### config.mk
export PLATFORM = sky130hd
export DESIGN_NAME = code_entry_ctrl_flat
export DESIGN_NICKNAME = d
export VERILOG_FILES = /design/src/rtl/code_entry_pkg.sv /design/src/rtl/code_entry_if.sv /design/src/rtl/key_debounce.sv /design/src/rtl/code_entry_ctrl.sv /design/src/flat_wrapper.sv
export SDC_FILE = /design/constraint.sdc
export NUM_CORES = 1
export LEC_CHECK = 0
export ABC_AREA = 1
export BUFFER_PORTS_ARGS = -buffer_cell sky130_fd_sc_hd__buf_2
export CORE_MARGIN = 2
export CORE_UTILIZATION = 45
export CTS_CLUSTER_SIZE = 10
export DETAILED_ROUTE_END_ITERATION = 8
export PLACE_DENSITY = 0.73
export SLEW_MARGIN = 20
export SYNTH_ARGS = -nofsm -noshare
export SYNTH_HDL_FRONTEND = slang
export SYNTH_SLANG_ARGS = --single-unit
export TNS_END_PERCENT = 10
### constraint.sdc
create_clock -name clock_100Mhz -period 4.5 [get_ports clock_100Mhz]
set_clock_uncertainty 0.2 [all_clocks]
set_input_delay 0.9 -clock clock_100Mhz [delete_from_list [all_inputs] [get_ports clock_100Mhz]]
set_output_delay 0.9 -clock clock_100Mhz [all_outputs]
set_load 0.02 [all_outputs]
### src/rtl/code_entry_pkg.sv
// Shared types and constants for the keypad code-entry controller:
// key class codes, FSM state encoding and the external game_status encoding.
package code_entry_pkg;

    localparam logic [3:0] KEY_BKSP  = 4'hB;
    localparam logic [3:0] KEY_CLR   = 4'hC;
    localparam logic [3:0] KEY_ENTER = 4'hE;
    localparam logic [3:0] KEY_IDLE  = 4'hF;

    localparam logic [1:0] GS_ENTRY   = 2'b00;
    localparam logic [1:0] GS_GRANTED = 2'b01;
    localparam logic [1:0] GS_DENIED  = 2'b10;
    localparam logic [1:0] GS_LOCKED  = 2'b11;

    typedef enum logic [2:0] {
        ST_ENTRY,
        ST_GRANTED,
        ST_DENIED,
        ST_LOCKED,
        ST_CHECK
    } state_t;

    // CHECK lasts one cycle and is reported to the outside world as ENTRY.
    function automatic logic [1:0] status_of(state_t s);
        case (s)
            ST_GRANTED: status_of = GS_GRANTED;
            ST_DENIED:  status_of = GS_DENIED;
            ST_LOCKED:  status_of = GS_LOCKED;
            default:    status_of = GS_ENTRY;
        endcase
    endfunction

endpackage

### src/rtl/code_entry_if.sv
// Bus between the keypad/secret source (master) and code_entry_ctrl (slave).
// Parameters must match the ones given to code_entry_ctrl.
interface code_entry_if #(
    parameter int NUM_DIGITS   = 4,
    parameter int DIGIT_W      = 4,
    parameter int MAX_ATTEMPTS = 3
);
    logic [DIGIT_W-1:0]                  key_code;
    logic [NUM_DIGITS*DIGIT_W-1:0]       secret_code;
    logic                                secret_valid;
    logic [NUM_DIGITS*DIGIT_W-1:0]       entered_code;
    logic [$clog2(NUM_DIGITS+1)-1:0]     digit_count;
    logic                                code_entered;
    logic [1:0]                          game_status;
    logic [$clog2(MAX_ATTEMPTS+1)-1:0]   attempts_left;
    logic                                match_pulse;

    modport master (
        output key_code, secret_code, secret_valid,
        input  entered_code, digit_count, code_entered, game_status, attempts_left, match_pulse
    );

    modport slave (
        input  key_code, secret_code, secret_valid,
        output entered_code, digit_count, code_entered, game_status, attempts_left, match_pulse
    );

endinterface

### src/rtl/key_debounce.sv
// Debounce and edge-detect for keypad decoder codes: one key_valid pulse per stable press,
// re-armed only after the idle code has been stable for the same window.
module key_debounce #(
    parameter int DIGIT_W         = 4,
    parameter int DEBOUNCE_CYCLES = 1_000_000
) (
    input  logic               clock_100Mhz,
    input  logic               reset,
    input  logic [DIGIT_W-1:0] key_code,
    output logic               key_valid,
    output logic [DIGIT_W-1:0] key_value
);

    localparam int CNT_W = $clog2(DEBOUNCE_CYCLES + 1);
    localparam logic [CNT_W-1:0] WINDOW = CNT_W'(DEBOUNCE_CYCLES);

    logic [DIGIT_W-1:0] last_key;
    logic [CNT_W-1:0]   stable_cnt;
    logic [CNT_W-1:0]   next_cnt;
    logic               armed;
    logic               changed;
    logic               window_done;

    assign changed     = (key_code != last_key);
    assign next_cnt    = changed ? CNT_W'(1) :
                         (stable_cnt == WINDOW) ? stable_cnt : stable_cnt + 1'b1;
    // Fires once, on the cycle the current value completes its window.
    assign window_done = (next_cnt == WINDOW) && (changed || stable_cnt != WINDOW);

    // NOTE: registers use non-blocking assignments so every flop samples pre-edge values.
    always_ff @(posedge clock_100Mhz) begin
        if (!reset) begin
            last_key   <= '1;
            stable_cnt <= '0;
            armed      <= 1'b1;
            key_valid  <= 1'b0;
            key_value  <= '1;
        end else begin
            last_key   <= key_code;
            stable_cnt <= next_cnt;
            key_valid  <= 1'b0;
            if (window_done) begin
                if (key_code == '1) begin
                    armed <= 1'b1;
                end else if (armed) begin
                    armed     <= 1'b0;
                    key_valid <= 1'b1;
                    key_value <= key_code;
                end
            end
        end
    end

endmodule

### src/rtl/code_entry_ctrl.sv
// Keypad code-entry controller: digit buffer, submit/compare, attempt counter and lockout timer.
// Define AUTO_SUBMIT_EN to submit automatically when the last digit of the code is entered.
module code_entry_ctrl
    import code_entry_pkg::*;
#(
    parameter int NUM_DIGITS      = 4,
    parameter int DIGIT_W         = 4,
    parameter int DEBOUNCE_CYCLES = 1_000_000,
    parameter int MAX_ATTEMPTS    = 3,
    parameter int LOCKOUT_CYCLES  = 500_000_000
) (
    input  logic         clock_100Mhz,
    input  logic         reset,
    code_entry_if.slave  bus
);

    localparam int BUF_W = NUM_DIGITS * DIGIT_W;
    localparam int CNT_W = $clog2(NUM_DIGITS + 1);
    localparam int ATT_W = $clog2(MAX_ATTEMPTS + 1);
    localparam int LT_W  = $clog2(LOCKOUT_CYCLES + 1);

    localparam logic [CNT_W-1:0]   FULL      = CNT_W'(NUM_DIGITS);
    localparam logic [ATT_W-1:0]   ATT_MAX   = ATT_W'(MAX_ATTEMPTS);
    localparam logic [LT_W-1:0]    LOCK_LOAD = LT_W'(LOCKOUT_CYCLES - 1);
    localparam logic [DIGIT_W-1:0] K_BKSP    = DIGIT_W'(KEY_BKSP);
    localparam logic [DIGIT_W-1:0] K_CLR     = DIGIT_W'(KEY_CLR);
    localparam logic [DIGIT_W-1:0] K_ENTER   = DIGIT_W'(KEY_ENTER);

    state_t             state, state_n;
    logic [BUF_W-1:0]   buffer, buffer_n, shifted;
    logic [CNT_W-1:0]   count, count_n;
    logic [ATT_W-1:0]   attempts, attempts_n, att_dec;
    logic [LT_W-1:0]    lock_timer, lock_timer_n;
    logic               match_q, match_n;
    logic               key_valid;
    logic [DIGIT_W-1:0] key_value;

    key_debounce #(
        .DIGIT_W         (DIGIT_W),
        .DEBOUNCE_CYCLES (DEBOUNCE_CYCLES)
    ) u_key_debounce (
        .clock_100Mhz (clock_100Mhz),
        .reset        (reset),
        .key_code     (bus.key_code),
        .key_valid    (key_valid),
        .key_value    (key_value)
    );

    assign shifted = BUF_W'({buffer, key_value});
    assign att_dec = (attempts == '0) ? '0 : attempts - 1'b1;

    always_ff @(posedge clock_100Mhz) begin
        if (!reset) begin
            state      <= ST_ENTRY;
            buffer     <= '0;
            count      <= '0;
            attempts   <= ATT_MAX;
            lock_timer <= '0;
            match_q    <= 1'b0;
        end else begin
            state      <= state_n;
            buffer     <= buffer_n;
            count      <= count_n;
            attempts   <= attempts_n;
            lock_timer <= lock_timer_n;
            match_q    <= match_n;
        end
    end

    // NOTE: every next-state variable gets a default first, so no path can infer a latch.
    always_comb begin
        state_n      = state;
        buffer_n     = buffer;
        count_n      = count;
        attempts_n   = attempts;
        lock_timer_n = lock_timer;
        match_n      = 1'b0;
        case (state)
            ST_ENTRY: if (key_valid) begin
                case (key_value)
                    K_BKSP: if (count != '0) begin
                        buffer_n = buffer >> DIGIT_W;
                        count_n  = count - 1'b1;
                    end
                    K_CLR: begin
                        buffer_n = '0;
                        count_n  = '0;
                    end
                    K_ENTER: if (count == FULL && bus.secret_valid) state_n = ST_CHECK;
                    default: if (count != FULL) begin
                        buffer_n = shifted;
                        count_n  = count + 1'b1;
`ifdef AUTO_SUBMIT_EN
                        if (count_n == FULL && bus.secret_valid) state_n = ST_CHECK;
`endif
                    end
                endcase
            end
            ST_CHECK: begin
                if (buffer == bus.secret_code) begin
                    state_n = ST_GRANTED;
                    match_n = 1'b1;
                end else begin
                    attempts_n = att_dec;
                    if (att_dec == '0) begin
                        state_n      = ST_LOCKED;
                        lock_timer_n = LOCK_LOAD;
                    end else begin
                        state_n = ST_DENIED;
                    end
                end
            end
            ST_GRANTED: if (key_valid && key_value == K_CLR) begin
                state_n    = ST_ENTRY;
                buffer_n   = '0;
                count_n    = '0;
                attempts_n = ATT_MAX;
            end
            ST_DENIED: if (key_valid) begin
                state_n  = ST_ENTRY;
                buffer_n = '0;
                count_n  = '0;
            end
            ST_LOCKED: begin
                if (lock_timer == '0) begin
                    state_n    = ST_ENTRY;
                    buffer_n   = '0;
                    count_n    = '0;
                    attempts_n = ATT_MAX;
                end else begin
                    lock_timer_n = lock_timer - 1'b1;
                end
            end
            default: state_n = ST_ENTRY;
        endcase
    end

    assign bus.entered_code  = buffer;
    assign bus.digit_count   = count;
    assign bus.code_entered  = (count == FULL);
    assign bus.game_status   = status_of(state);
    assign bus.attempts_left = attempts;
    assign bus.match_pulse   = match_q;

endmodule

### src/flat_wrapper.sv
// flat-port wrapper written by rule: the top's interface ports become plain ports
module code_entry_ctrl_flat import code_entry_pkg::*;
#(
    parameter int NUM_DIGITS      = 4,
    parameter int DIGIT_W         = 4,
    parameter int DEBOUNCE_CYCLES = 1_000_000,
    parameter int MAX_ATTEMPTS    = 3,
    parameter int LOCKOUT_CYCLES  = 500_000_000
)
  (clock_100Mhz, reset, bus_key_code, bus_secret_code, bus_secret_valid, bus_entered_code, bus_digit_count, bus_code_entered, bus_game_status, bus_attempts_left, bus_match_pulse);
  code_entry_if #(.NUM_DIGITS(NUM_DIGITS), .DIGIT_W(DIGIT_W), .MAX_ATTEMPTS(MAX_ATTEMPTS)) bus_i ();
  input  logic clock_100Mhz;
  input  logic reset;
  input wire logic [$bits(bus_i.key_code)-1:0] bus_key_code;
  input wire logic [$bits(bus_i.secret_code)-1:0] bus_secret_code;
  input wire logic [$bits(bus_i.secret_valid)-1:0] bus_secret_valid;
  output wire logic [$bits(bus_i.entered_code)-1:0] bus_entered_code;
  output wire logic [$bits(bus_i.digit_count)-1:0] bus_digit_count;
  output wire logic [$bits(bus_i.code_entered)-1:0] bus_code_entered;
  output wire logic [$bits(bus_i.game_status)-1:0] bus_game_status;
  output wire logic [$bits(bus_i.attempts_left)-1:0] bus_attempts_left;
  output wire logic [$bits(bus_i.match_pulse)-1:0] bus_match_pulse;
  assign bus_i.key_code = bus_key_code;
  assign bus_i.secret_code = bus_secret_code;
  assign bus_i.secret_valid = bus_secret_valid;
  assign bus_entered_code = bus_i.entered_code;
  assign bus_digit_count = bus_i.digit_count;
  assign bus_code_entered = bus_i.code_entered;
  assign bus_game_status = bus_i.game_status;
  assign bus_attempts_left = bus_i.attempts_left;
  assign bus_match_pulse = bus_i.match_pulse;
  code_entry_ctrl #(.NUM_DIGITS(NUM_DIGITS), .DIGIT_W(DIGIT_W), .DEBOUNCE_CYCLES(DEBOUNCE_CYCLES), .MAX_ATTEMPTS(MAX_ATTEMPTS), .LOCKOUT_CYCLES(LOCKOUT_CYCLES)) u_core (.clock_100Mhz(clock_100Mhz), .reset(reset), .bus(bus_i));
endmodule
# After elaboration in Yosys (flattened, before gate mapping)
# Index checks and enable logic that the tools add are counted.
[word_totals] reg_bits=84 output_inout_bits=25 word_cells=102
[classes] mux=37 n_reduce_logical=19 add_sub_neg=5 n_eq_ne=27 bitwise_logic=3
[ops] op="16-bit 2-to-1 mux" count=6
[ops] op="29-bit 2-to-1 mux" count=3
[ops] op="16-bit one-hot mux with 4 select lines" count=1
[ops] op="29-bit one-hot mux with 2 select lines" count=1
[ops] op="16-bit one-hot mux with 3 select lines" count=1
[ops] op="20-bit equality test (second input constant)" count=2
[ops] op="20-bit 2-to-1 mux" count=2
[ops] op="3-bit 2-to-1 mux" count=10
[ops] op="29-bit zero test" count=1
[ops] op="29-bit by 1-bit subtractor with 29-bit output (second input constant)" count=1
[ops] op="20-bit by 1-bit adder with 20-bit output (second input constant)" count=1
[ops] op="20-bit inequality test (second input constant)" count=1
[ops] op="16-bit equality test" count=1
[ops] op="4-bit equality test (second input constant)" count=4
[ops] op="3-bit one-hot mux with 5 select lines" count=1
[ops] op="2-bit inequality test (second input constant)" count=6
[ops] op="2-bit one-hot mux with 3 select lines" count=2
[ops] op="3-bit one-hot mux with 4 select lines" count=1
[ops] op="3-bit one-hot mux with 3 select lines" count=1
[ops] op="2-bit 2-to-1 mux" count=4
[ops] op="2-bit by 1-bit inequality test with 1-bit output (second input constant)" count=4
[ops] op="4-bit AND reduction" count=2
[ops] op="8-bit AND reduction" count=1
[ops] op="3-bit by 2-bit equality test with 1-bit output (second input constant)" count=2
[ops] op="22 further kinds" count=32

# Logic depth before layout (Yosys ltp)
# Gate-level depths: netlist of the first run.
[logic_depth] word_depth=7 depth_mapped=15 mapped_depth_nobuf=14

# Modules after synthesis
# A second synthesis of the first run with hierarchy kept.
[unflattened] hier_cells=931 hier_area_um2=5592.9
[modules_own_cells] mod="code_entry_ctrl" n_inst=1 cells_each=642 seq_area_each_um2=1081.0 area_each_um2=3654.8
[modules_own_cells] mod="key_debounce" n_inst=1 cells_each=289 seq_area_each_um2=600.6 area_each_um2=1938.1

# Worst setup path after synthesis of the first run
# OpenSTA, ideal clock, no wires.
[synth_path] path_type="input-to-reg" startpoint="in bus_key_code[1]" endpoint="reg u_core.u_key_debounce.key_value[0]" n_path_buf=1 setup_time_ns=0.130 cell_stages=14 path_slack_ns=2.055 t_arrival_ns=2.115 t_required_ns=4.170 cell_sequence="inv_2 nand2_1 nand2_1 nor2_1 nand2_2 inv_2 buf_2 nand4_1 nor2_1 nand2_1 nor2_4 nand3_2 nand2_1 nand3_1"
[synth_between] elab_chain_cells=5 word_cells_on_any_way=8 cone_classes="eq/ne: 3; mux: 1; bitwise: 1; reduce/logical: 3"
[synth_rtl] item="start: declaration" line="flat_wrapper.sv:14" rtl="input wire logic [$bits(bus_i.key_code)-1:0] bus_key_code;"
[synth_rtl] item="4-bit inequality test" line="key_debounce.sv:24" rtl="assign changed = (key_code != last_key);"
[synth_rtl] item="20-bit 2-to-1 mux" line="key_debounce.sv:25" rtl="assign next_cnt = changed ? CNT_W'(1) :"
[synth_rtl] item="20-bit equality test" line="key_debounce.sv:28" rtl="assign window_done = (next_cnt == WINDOW) && (changed || stable_cnt != WINDOW);"
[synth_rtl] item="1-bit logical AND" line="key_debounce.sv:28"
[synth_rtl] item="3-bit AND reduction (no source line) (*)"
[synth_rtl] item="end signal: assignment" line="key_debounce.sv:48" rtl="key_value <= key_code;"
[synth_rtl] item="end: declaration" line="key_debounce.sv:11" rtl="output logic [DIGIT_W-1:0] key_value"
# Every way passes the cells marked *; elsewhere a longest branch is shown, timed or not.
# A chain may end at the register's enable or synchronous reset.

# Worst setup path in the final report of the first run
[layout_path] startpoint="reg u_core.u_key_debounce.key_value[1]" endpoint="reg u_core.buffer[5], in the netlist u_core.bus.entered_code[5]"
[layout_between] elab_chain_cells=4 word_cells_on_any_way=12 cone_classes="eq/ne: 7; mux: 3; reduce/logical: 2"
[layout_rtl] item="4-bit equality test (on tied branches)" line="code_entry_ctrl.sv:80, code_entry_ctrl.sv:113"
[layout_rtl] item="16-bit one-hot mux with 3 select lines / 1-bit logical AND (equally long branches)" line="code_entry_ctrl.sv:80, code_entry_ctrl.sv:113"
[layout_rtl] item="16-bit 2-to-1 mux / 2-bit by 1-bit inequality test with 1-bit output (equally long branches)"
[layout_rtl] item="16-bit one-hot mux with 4 select lines / 8-bit AND reduction (equally long branches)"
[layout_rtl] item="end signal: assignment" line="code_entry_ctrl.sv:62" rtl="buffer <= buffer_n;"
[layout_rtl] item="end: declaration" line="code_entry_ctrl.sv:30" rtl="logic [BUF_W-1:0] buffer, buffer_n, shifted;"
# Parallel ways exist; a longest one is shown, timed or not. The select of a mux whose other input is x is not followed.

==> insert_results.sql, run 1 <==
INSERT INTO impl_metrics (metric_group, metric, value, unit) VALUES
('finish', 'num_antenna_cells', '0', ''),
('power', 'comb_power_share', '0.036', ''),
('clock_tree', 'cts_clock_pin_slew_for_the_worst_setup_and_hold_paths', '0.06', 'ns'),
('clock_tree', 'clock_sink_count', '84', ''),
('clock_tree', 'post-cts-setup-buffers', '0', ''),
('power', 'power_frac_clock', '0.473', ''),
('worst_setup_path', 'rrSetupSlack', '1.71', 'ns'),
('floorplanning', 'die_h', '110.9', 'um'),
('clock_tree', 'tritoncts.num_buffers', '9', ''),
('route', 'detailroute.via_count', '4869', ''),
('finish', 'fin_area', '5729', 'um^2'),
('finish', 'finish.cell_count_without_fillers', '968', ''),
('sta', 'minimum_clock_period_after_layout', '2.791', 'ns'),
('finish', 'area_growth', '11.52', '%'),
('sta', 'hold_ws', '0.2566', 'ns'),
('finish', 'multi_input_area', '3058', 'um^2'),
('synth', 'synth_cell_type_count', '43', ''),
('route', 'detail_route.iter0.violations', '241', ''),
('sta', 'worst_pin_slew', '0.7281', 'ns'),
('route', 'drt_pre_antenna_iters', '5', ''),
('sta', 'drv_slew', '0', ''),
('power', 'power.density_cell_area', '265.7', 'nW/um^2'),
('synth', 'synthMostInstantiatedCell', 'nand2_1', ''),
('route', 'routedWlPerCell', '12.22', 'um'),
('synth', 'ys_dominant_reg_cell', 'dfxtp_1', ''),
('route', 'wirelength', '11.83', 'mm'),
('synth', 'number_of_flops_mapped_to_enable_cells_by_yosys', '0', ''),
('power', 'switchingPower', '0.3282', 'mW'),
('run_status', 'outcome', 'completed', ''),
('grt', 'global_route.overflow_total', '0', ''),
('synth', 'synth_sequential_area_ratio', '0.3273', ''),
('place', 'numPortBuffers', '47', ''),
('sta', 'setup-violations-final', '0', ''),
('grt', 'grt_pass1_wl', '20.56', 'mm'),
('clock_tree', 'cts_resized', '0', ''),
('route', 'drc', '0', ''),
('clock_tree', 'clk_latency', '0.34', 'ns'),
('sta', 'fin_setup_tns', '0', 'ns'),
('clock_tree', 'cts_buffer_depth', '2', ''),
('power', 'sw_frac_of_total', '0.2156', ''),
('power', 'power.ir.vdd_worst', '0.2308', 'mV'),
('clock_tree', 'tritoncts', 'yes', ''),
('finish', 'layout_utilization', '0.5083', ''),
('worst_setup_path', 'critical_path.max_fanout', '24', ''),
('route', 'route.antenna.remaining_nets', '0', ''),
('floorplanning', 'initial_core_util', '0.4558', ''),
('place', 'placed_standard_cell_area', '5444', 'um^2'),
('floorplanning', 'dieWidth', '110.9', 'um'),
('route', 'routed_via_density', '5.030', ''),
('floorplanning', 'floorplan.rows', '39', ''),
('worst_setup_path', 'required', '4.58', 'ns'),
('sta', 'unrepaired_setup_endpoints_after_global_routing', 'no', ''),
('sta', 'final.period_utilization', '0.6203', ''),
('worst_setup_path', 'cp-end-kind', 'flip-flop', ''),
('sta', 'achievable-frequency', '0.3582', 'GHz'),
('finish', 'filler_cell_count', '1139', ''),
('synth', 'synthDominantCellAreaShare', '0.3273', ''),
('clock_tree', 'hold_buffers', '0', ''),
('place', 'place_congestion', '0.9462', ''),
('worst_setup_path', 'criticalPathCategory', 'flip-flop to flip-flop', ''),
('grt', 'grt_start_max_net_pins', '36', ''),
('floorplanning', 'ios', '48', ''),
('synth', 'netlist_area', '5137', 'um^2'),
('sta', 'timing_hold_violations_final', '0', ''),
('place', 'place.detailed.hpwl', '8.724', 'mm'),
('synth', 'async_reset_ff_frac', '0', ''),
('floorplanning', 'core_area', '11270', 'um^2'),
('clock_tree', 'htree_levels', '3', ''),
('synth', 'synth_top_cell_by_area', 'dfxtp_1', ''),
('synth', 'synth.yosys.warnings', '0', ''),
('synth', 'synth_top_cells_by_area', 'dfxtp_1 (33%), nand2_1 (14%), nor2_1 (9.6%)', '');
logic make-up (layout without fill, tap and decap cells):
group | count (synthesis) | count (layout) | synth area share
and+or+nand+nor | 457 | 457 | 0.3994
AOI/OAI and AO/OA | 95 | 95 | 0.1028
buffers and inverters | 93 | 137 | 0.07745
DFF | 84 | 84 | 0.3273
xor gates and xnor gates | 48 | 48 | 0.08183
adders and majority gates | 4 | 4 | 0.01120
state kept, by name (all words and copies together) (netlist names), 2 cells and up:
register                          cells
u_core.bus.entered_code              16
u_core.lock_timer                    29
u_core.state                          3
u_core.bus.digit_count                3
u_core.u_key_debounce.last_key        4
u_core.u_key_debounce.stable_cnt     20
u_core.bus.attempts_left              2
u_core.u_key_debounce.key_value       4
area by class of cell:
class	count	share of cell area
multi-input cells	604	0.5337
inverters	72	0.04805
clock buffers	11	0.04062
well taps	143	0.03123
clock inverters	5	0.009172
repair buffers	49	0.04368
flip-flops and latches	84	0.2935
per-stage QoR:
stage / worst slack [ns] / total power, mW
2_1_floorplan: 2.055 / 0.7990
3_3_place_gp: 1.468 / 0.8184
3_5_place_dp: 1.436 / 0.8192
4_1_cts: 1.679 / 1.535
5_1_grt: 1.419 / 1.577
6_report: 1.709 / 1.522
critical path, cell delays in order, from the launching register on:
cell	delay, ns
dfxtp_1	0.39
inv_1	0.10
nor3_4	0.54
nor2_2	0.27
nand2_1	0.12
nand3_1	0.08
a21oi_1	0.22
nand3_4	0.34
inv_6	0.28
nor2_2	0.05
nor2_1	0.10
power by group through the flow:
stage,clock network (mW),logic (mW),registers [mW]
final,0.720,0.0542,0.748
after global routing,0.767,0.0615,0.748
after CTS,0.732,0.0546,0.748
after detailed placement,0,0.0545,0.765
after global placement,0,0.0539,0.765
after floorplan,0,0.0348,0.764
placed cells by master (no fill, tap or decap), types with 2 or more instances in the layout:
master,instances
nor3_2,2
nand3_2,3
buf_4,2
inv_2,10
o21ai_1,8
xor2_1,31
o21ai_2,7
clkbuf_1,2
ha_1,3
nor2_4,4
nor4_1,3
nor3_4,2
nor2_1,131
xnor2_1,17
o21bai_1,2
a21oi_1,50
nand3b_1,2
nand2_1,195
nand4_1,18
nor2_2,19
dfxtp_1,84
clkbuf_16,9
clkinv_2,3
nand2_4,2
nor3_1,11
inv_1,60
nand3_1,51
or2_2,2
buf_2,47
o21ai_0,25
nand2_2,7
per-layer routing:
layer / vias to the layer above / part of all wire / global-route usage
met5: - / 0 / 0
met4: 0 / 0.020 / 0.06250
met3: 21 / 0.035 / 0.04975
met2: 92 / 0.47 / 0.3239
met1: 2193 / 0.48 / 0.2603
li1: 2563 / - / -
final timing paths:
path                                                            endpoint  cells past startpoint
worst max-delay path             u_core.bus.entered_code[5]$_SDFFE_PN0P_                     10
worst min-delay path            u_core.u_key_debounce.armed$_SDFFE_PN1P_                      2
worst max register to register   u_core.bus.entered_code[5]$_SDFFE_PN0P_                     10
worst min register to register  u_core.u_key_debounce.armed$_SDFFE_PN1P_                      2
Note: power is estimated with default switching activity, not from simulation.
==> inputs of run 2 (changes only) <==
--- a/config.mk
+++ b/config.mk
@@ -11,7 +11,7 @@
 export CORE_UTILIZATION = 45
 export CTS_CLUSTER_SIZE = 10
 export DETAILED_ROUTE_END_ITERATION = 8
-export PLACE_DENSITY = 0.73
+export PLACE_DENSITY = 0.76
 export SLEW_MARGIN = 20
 export SYNTH_ARGS = -nofsm -noshare
 export SYNTH_HDL_FRONTEND = slang
==> constraint.sdc (replaced) <==
create_clock -name clock_100Mhz -period 2.5 [get_ports clock_100Mhz]
set_clock_uncertainty 0.2 [all_clocks]
set_input_delay 0.5 -clock clock_100Mhz [delete_from_list [all_inputs] [get_ports clock_100Mhz]]
set_output_delay 0.5 -clock clock_100Mhz [all_outputs]
set_load 0.02 [all_outputs]
==> insert_results.sql, run 2 (synthesis gave the netlist of run 1 again) <==
INSERT INTO impl_metrics (metric_group, metric, value, unit) VALUES
('clock_tree', 'tritoncts', 'yes', ''),
('worst_setup_path', 'required', '2.51', 'ns'),
('finish', 'layout_utilization', '0.5206', ''),
('finish', 'largest_register_ffs', '29', ''),
('worst_setup_path', 'cp_top_family', 'simple AND/OR/NAND/NOR gates', ''),
('clock_tree', 'cts_clock_pin_slew_for_the_worst_setup_and_hold_paths', '0.06', 'ns'),
('sta', 'timing_hold_violations_final', '0', ''),
('finish', 'filler_cell_count', '1107', ''),
('grt', 'grt.total_usage', '0.2052', ''),
('worst_setup_path', 'crit_end', 'u_core.u_key_debounce.key_value[1]$_SDFFE_PN1P_', ''),
('worst_setup_path', 'critical_path.slowest_cell', 'dfxtp_1', ''),
('worst_setup_path', 'critical_path.n_buffers_inverters', '0', ''),
('clock_tree', 'cts_root_buf', 'clkbuf_16', ''),
('worst_setup_path', 'critical_path.max_fanout', '7', ''),
('sta', 'final.period_utilization', '0.9124', ''),
('power', 'power.density_cell_area', '490.9', 'nW/um^2'),
('route', 'route.antenna.remaining_nets', '0', ''),
('route', 'detail_route.iter0.violations', '276', ''),
('floorplanning', 'floorplan.rows', '39', ''),
('worst_setup_path', 'r2r_start', 'u_core.u_key_debounce.stable_cnt[6]$_SDFF_PN0_', ''),
('grt', 'global_route.overflow_total', '0', ''),
('route', 'detailroute.via_count', '4928', ''),
('run', 'number_of_max_cap_violations', '0', ''),
('finish', 'multi_input_area', '3060', 'um^2'),
('power', 'power.ir.vdd_worst', '0.4381', 'mV'),
('floorplanning', 'initial_core_util', '0.4558', ''),
('floorplanning', 'ios', '48', ''),
('grt', 'antenna_found_initial', '0', ''),
('finish', 'nets', '858', ''),
('finish', 'drive_gt1_frac', '0.1687', ''),
('worst_setup_path', 'reg2reg_to', 'u_core.u_key_debounce.key_value[1]$_SDFFE_PN1P_', ''),
('finish', 'area_growth', '14.22', '%'),
('run_status', 'outcome', 'completed', ''),
('route', 'wirelength', '12.09', 'mm'),
('floorplanning', 'die_h', '110.9', 'um'),
('worst_setup_path', 'cp_common_cell', 'nand2_1', ''),
('worst_setup_path', 'timing.critical_path.from_type', 'flip-flop', ''),
('finish', 'registers.top_by_ff_count', 'u_core.lock_timer', ''),
('sta', 'worst_slew_margin_rel', '0.6101', ''),
('route', 'routed_via_density', '5.034', ''),
('worst_setup_path', 'cp_slowest_stage_delay', '0.47', 'ns'),
('sta', 'unrepaired_setup_endpoints_after_global_routing', 'no', ''),
('sta', 'setup-violations-final', '0', ''),
('sta', 'minimum_clock_period_after_layout', '2.281', 'ns'),
('place', 'place.detailed.hpwl', '8.934', 'mm'),
('clock_tree', 'htree_levels', '3', ''),
('clock_tree', 'post-cts-setup-buffers', '0', ''),
('grt', 'grt_start_max_net_pins', '27', ''),
('grt', 'grt_pass1_wl', '20.84', 'mm'),
('worst_setup_path', 'rrSetupSlack', '0.22', 'ns'),
('finish', 'leading_cell_types_in_the_layout_fill_and_taps_excluded', 'nand2_1 (195), nor2_1 (131), dfxtp_1 (82)', ''),
('worst_setup_path', 'critPathArrivalTime', '2.29', 'ns'),
('worst_setup_path', 'cp-end-kind', 'flip-flop', ''),
('sta', 'achievable-frequency', '0.4384', 'GHz'),
('clock_tree', 'tritoncts.num_buffers', '9', ''),
('floorplanning', 'core_area', '11270', 'um^2'),
('route', 'drt_pre_antenna_iters', '5', ''),
('sta', 'fin_setup_tns', '0', 'ns'),
('floorplanning', 'dieWidth', '110.9', 'um'),
('power', 'pleak', '2.654', 'nW'),
('finish', 'fin_area', '5868', 'um^2'),
('clock_tree', 'cts_buffer_depth', '2', ''),
('place', 'numPortBuffers', '47', ''),
('finish', 'seqCellArea', '1684', 'um^2'),
('finish', 'most_common_cell_after_layout_fill_and_taps_aside', 'nand2_1', ''),
('sta', 'drv_slew', '0', ''),
('place', 'place_congestion', '0.9546', ''),
('grt', 'grt_pass1_vias', '4405', ''),
('place', 'placed_standard_cell_area', '5539', 'um^2'),
('finish', 'num_antenna_cells', '0', ''),
('worst_setup_path', 'rr_worst_depth', '13', ''),
('min_path', 'hold_removal_path_class', 'input port to flip-flop', ''),
('worst_setup_path', 'critical_path.cell_chain', 'nand2_1 -> nor2_1 -> nand2_1 -> nor2_1 -> nand2_1 -> nand2_1 -> nand3_1 -> nor2_1 -> nand2_1 -> nor2_4 -> nand3_2 -> nand2_1 -> nand3_1', ''),
('worst_setup_path', 'source_of_the_critical_timing_path', 'u_core.u_key_debounce.stable_cnt[6]$_SDFF_PN0_', ''),
('route', 'routedWlPerCell', '12.35', 'um'),
('sta', 'worst_pin_slew', '0.5842', 'ns'),
('clock_tree', 'clock_sink_count', '84', ''),
('floorplanning', 'design.die.area', '12290', 'um^2'),
('route', 'drc', '0', ''),
('worst_setup_path', 'criticalPathCategory', 'flip-flop to flip-flop', ''),
('worst_setup_path', 'worst-path-stages', '13', ''),
('clock_tree', 'clk_latency', '0.34', 'ns');
-- run 2: final cells by class --
cell class / count / area share
multi-input cells: 604 / 0.5215
flip-flops and latches: 84 / 0.2870
repair buffers: 60 / 0.05885
inverters: 72 / 0.04691
clock buffers: 9 / 0.03838
well taps: 143 / 0.03049
clock inverters: 7 / 0.01684
-- run 2: power by group --
| part | leakage [nW] | total, mW | internal [mW] | switching, mW |
|---|---|---|---|---|
| Combinational | 1.81 | 0.0989 | 0.0380 | 0.0609 |
| Clock | 0.162 | 1.44 | 0.883 | 0.553 |
| Sequential | 0.679 | 1.35 | 1.34 | 0.00335 |
-- run 2: worst min-delay path, cell delays in order --
cell	delay, ns
buf_2	0.11
inv_2	0.05
nand2_1	0.04
-- run 2: worst min path at each step --
stage	from	to	slack (ns)	cells past startpoint
finish	bus_key_code[1]	u_core.u_key_debounce.last_key[1]$_SDFF_PN1_	0.19	3
global route	bus_key_code[2]	u_core.u_key_debounce.last_key[2]$_SDFF_PN1_	0.19	3
CTS	bus_key_code[1]	u_core.u_key_debounce.last_key[1]$_SDFF_PN1_	0.18	3
detailed placement	u_core.u_key_debounce.armed$_SDFFE_PN1P_	u_core.u_key_debounce.armed$_SDFFE_PN1P_	0.25	2
global placement	u_core.u_key_debounce.armed$_SDFFE_PN1P_	u_core.u_key_debounce.armed$_SDFFE_PN1P_	0.24	2
floorplan	u_core.u_key_debounce.armed$_SDFFE_PN1P_	u_core.u_key_debounce.armed$_SDFFE_PN1P_	0.23	2
-- run 2: what timing repair did --
item                                    CTS  global route
hold buffers                              0             0
endpoints found under the setup margin    0             4
resized for setup                         0             3
-- run 2: stage by stage --
| stage | std cells | hold WS [ns] | total power [mW] | worst slack [ns] |
|---|---|---|---|---|
| finish | 979 | 0.1853 | 2.881 | 0.2191 |
| global placement | 963 | 0.2439 | 1.473 | 0.1832 |
| detailed placement | 963 | 0.2485 | 1.475 | 0.1607 |
| CTS | 979 | 0.1753 | 2.917 | 0.1890 |
| floorplan | 781 | 0.2284 | 1.438 | 0.4391 |
| global route | 979 | 0.1909 | 3.002 | 0.003669 |
-- run 2: metal layers --
metal	vias up	wire length [um]	global-route usage
li1	2590	-	-
met1	2202	5634	0.2779
met2	115	5627	0.3207
met3	21	546	0.04319
met4	0	281	0.08000
met5	-	0	0
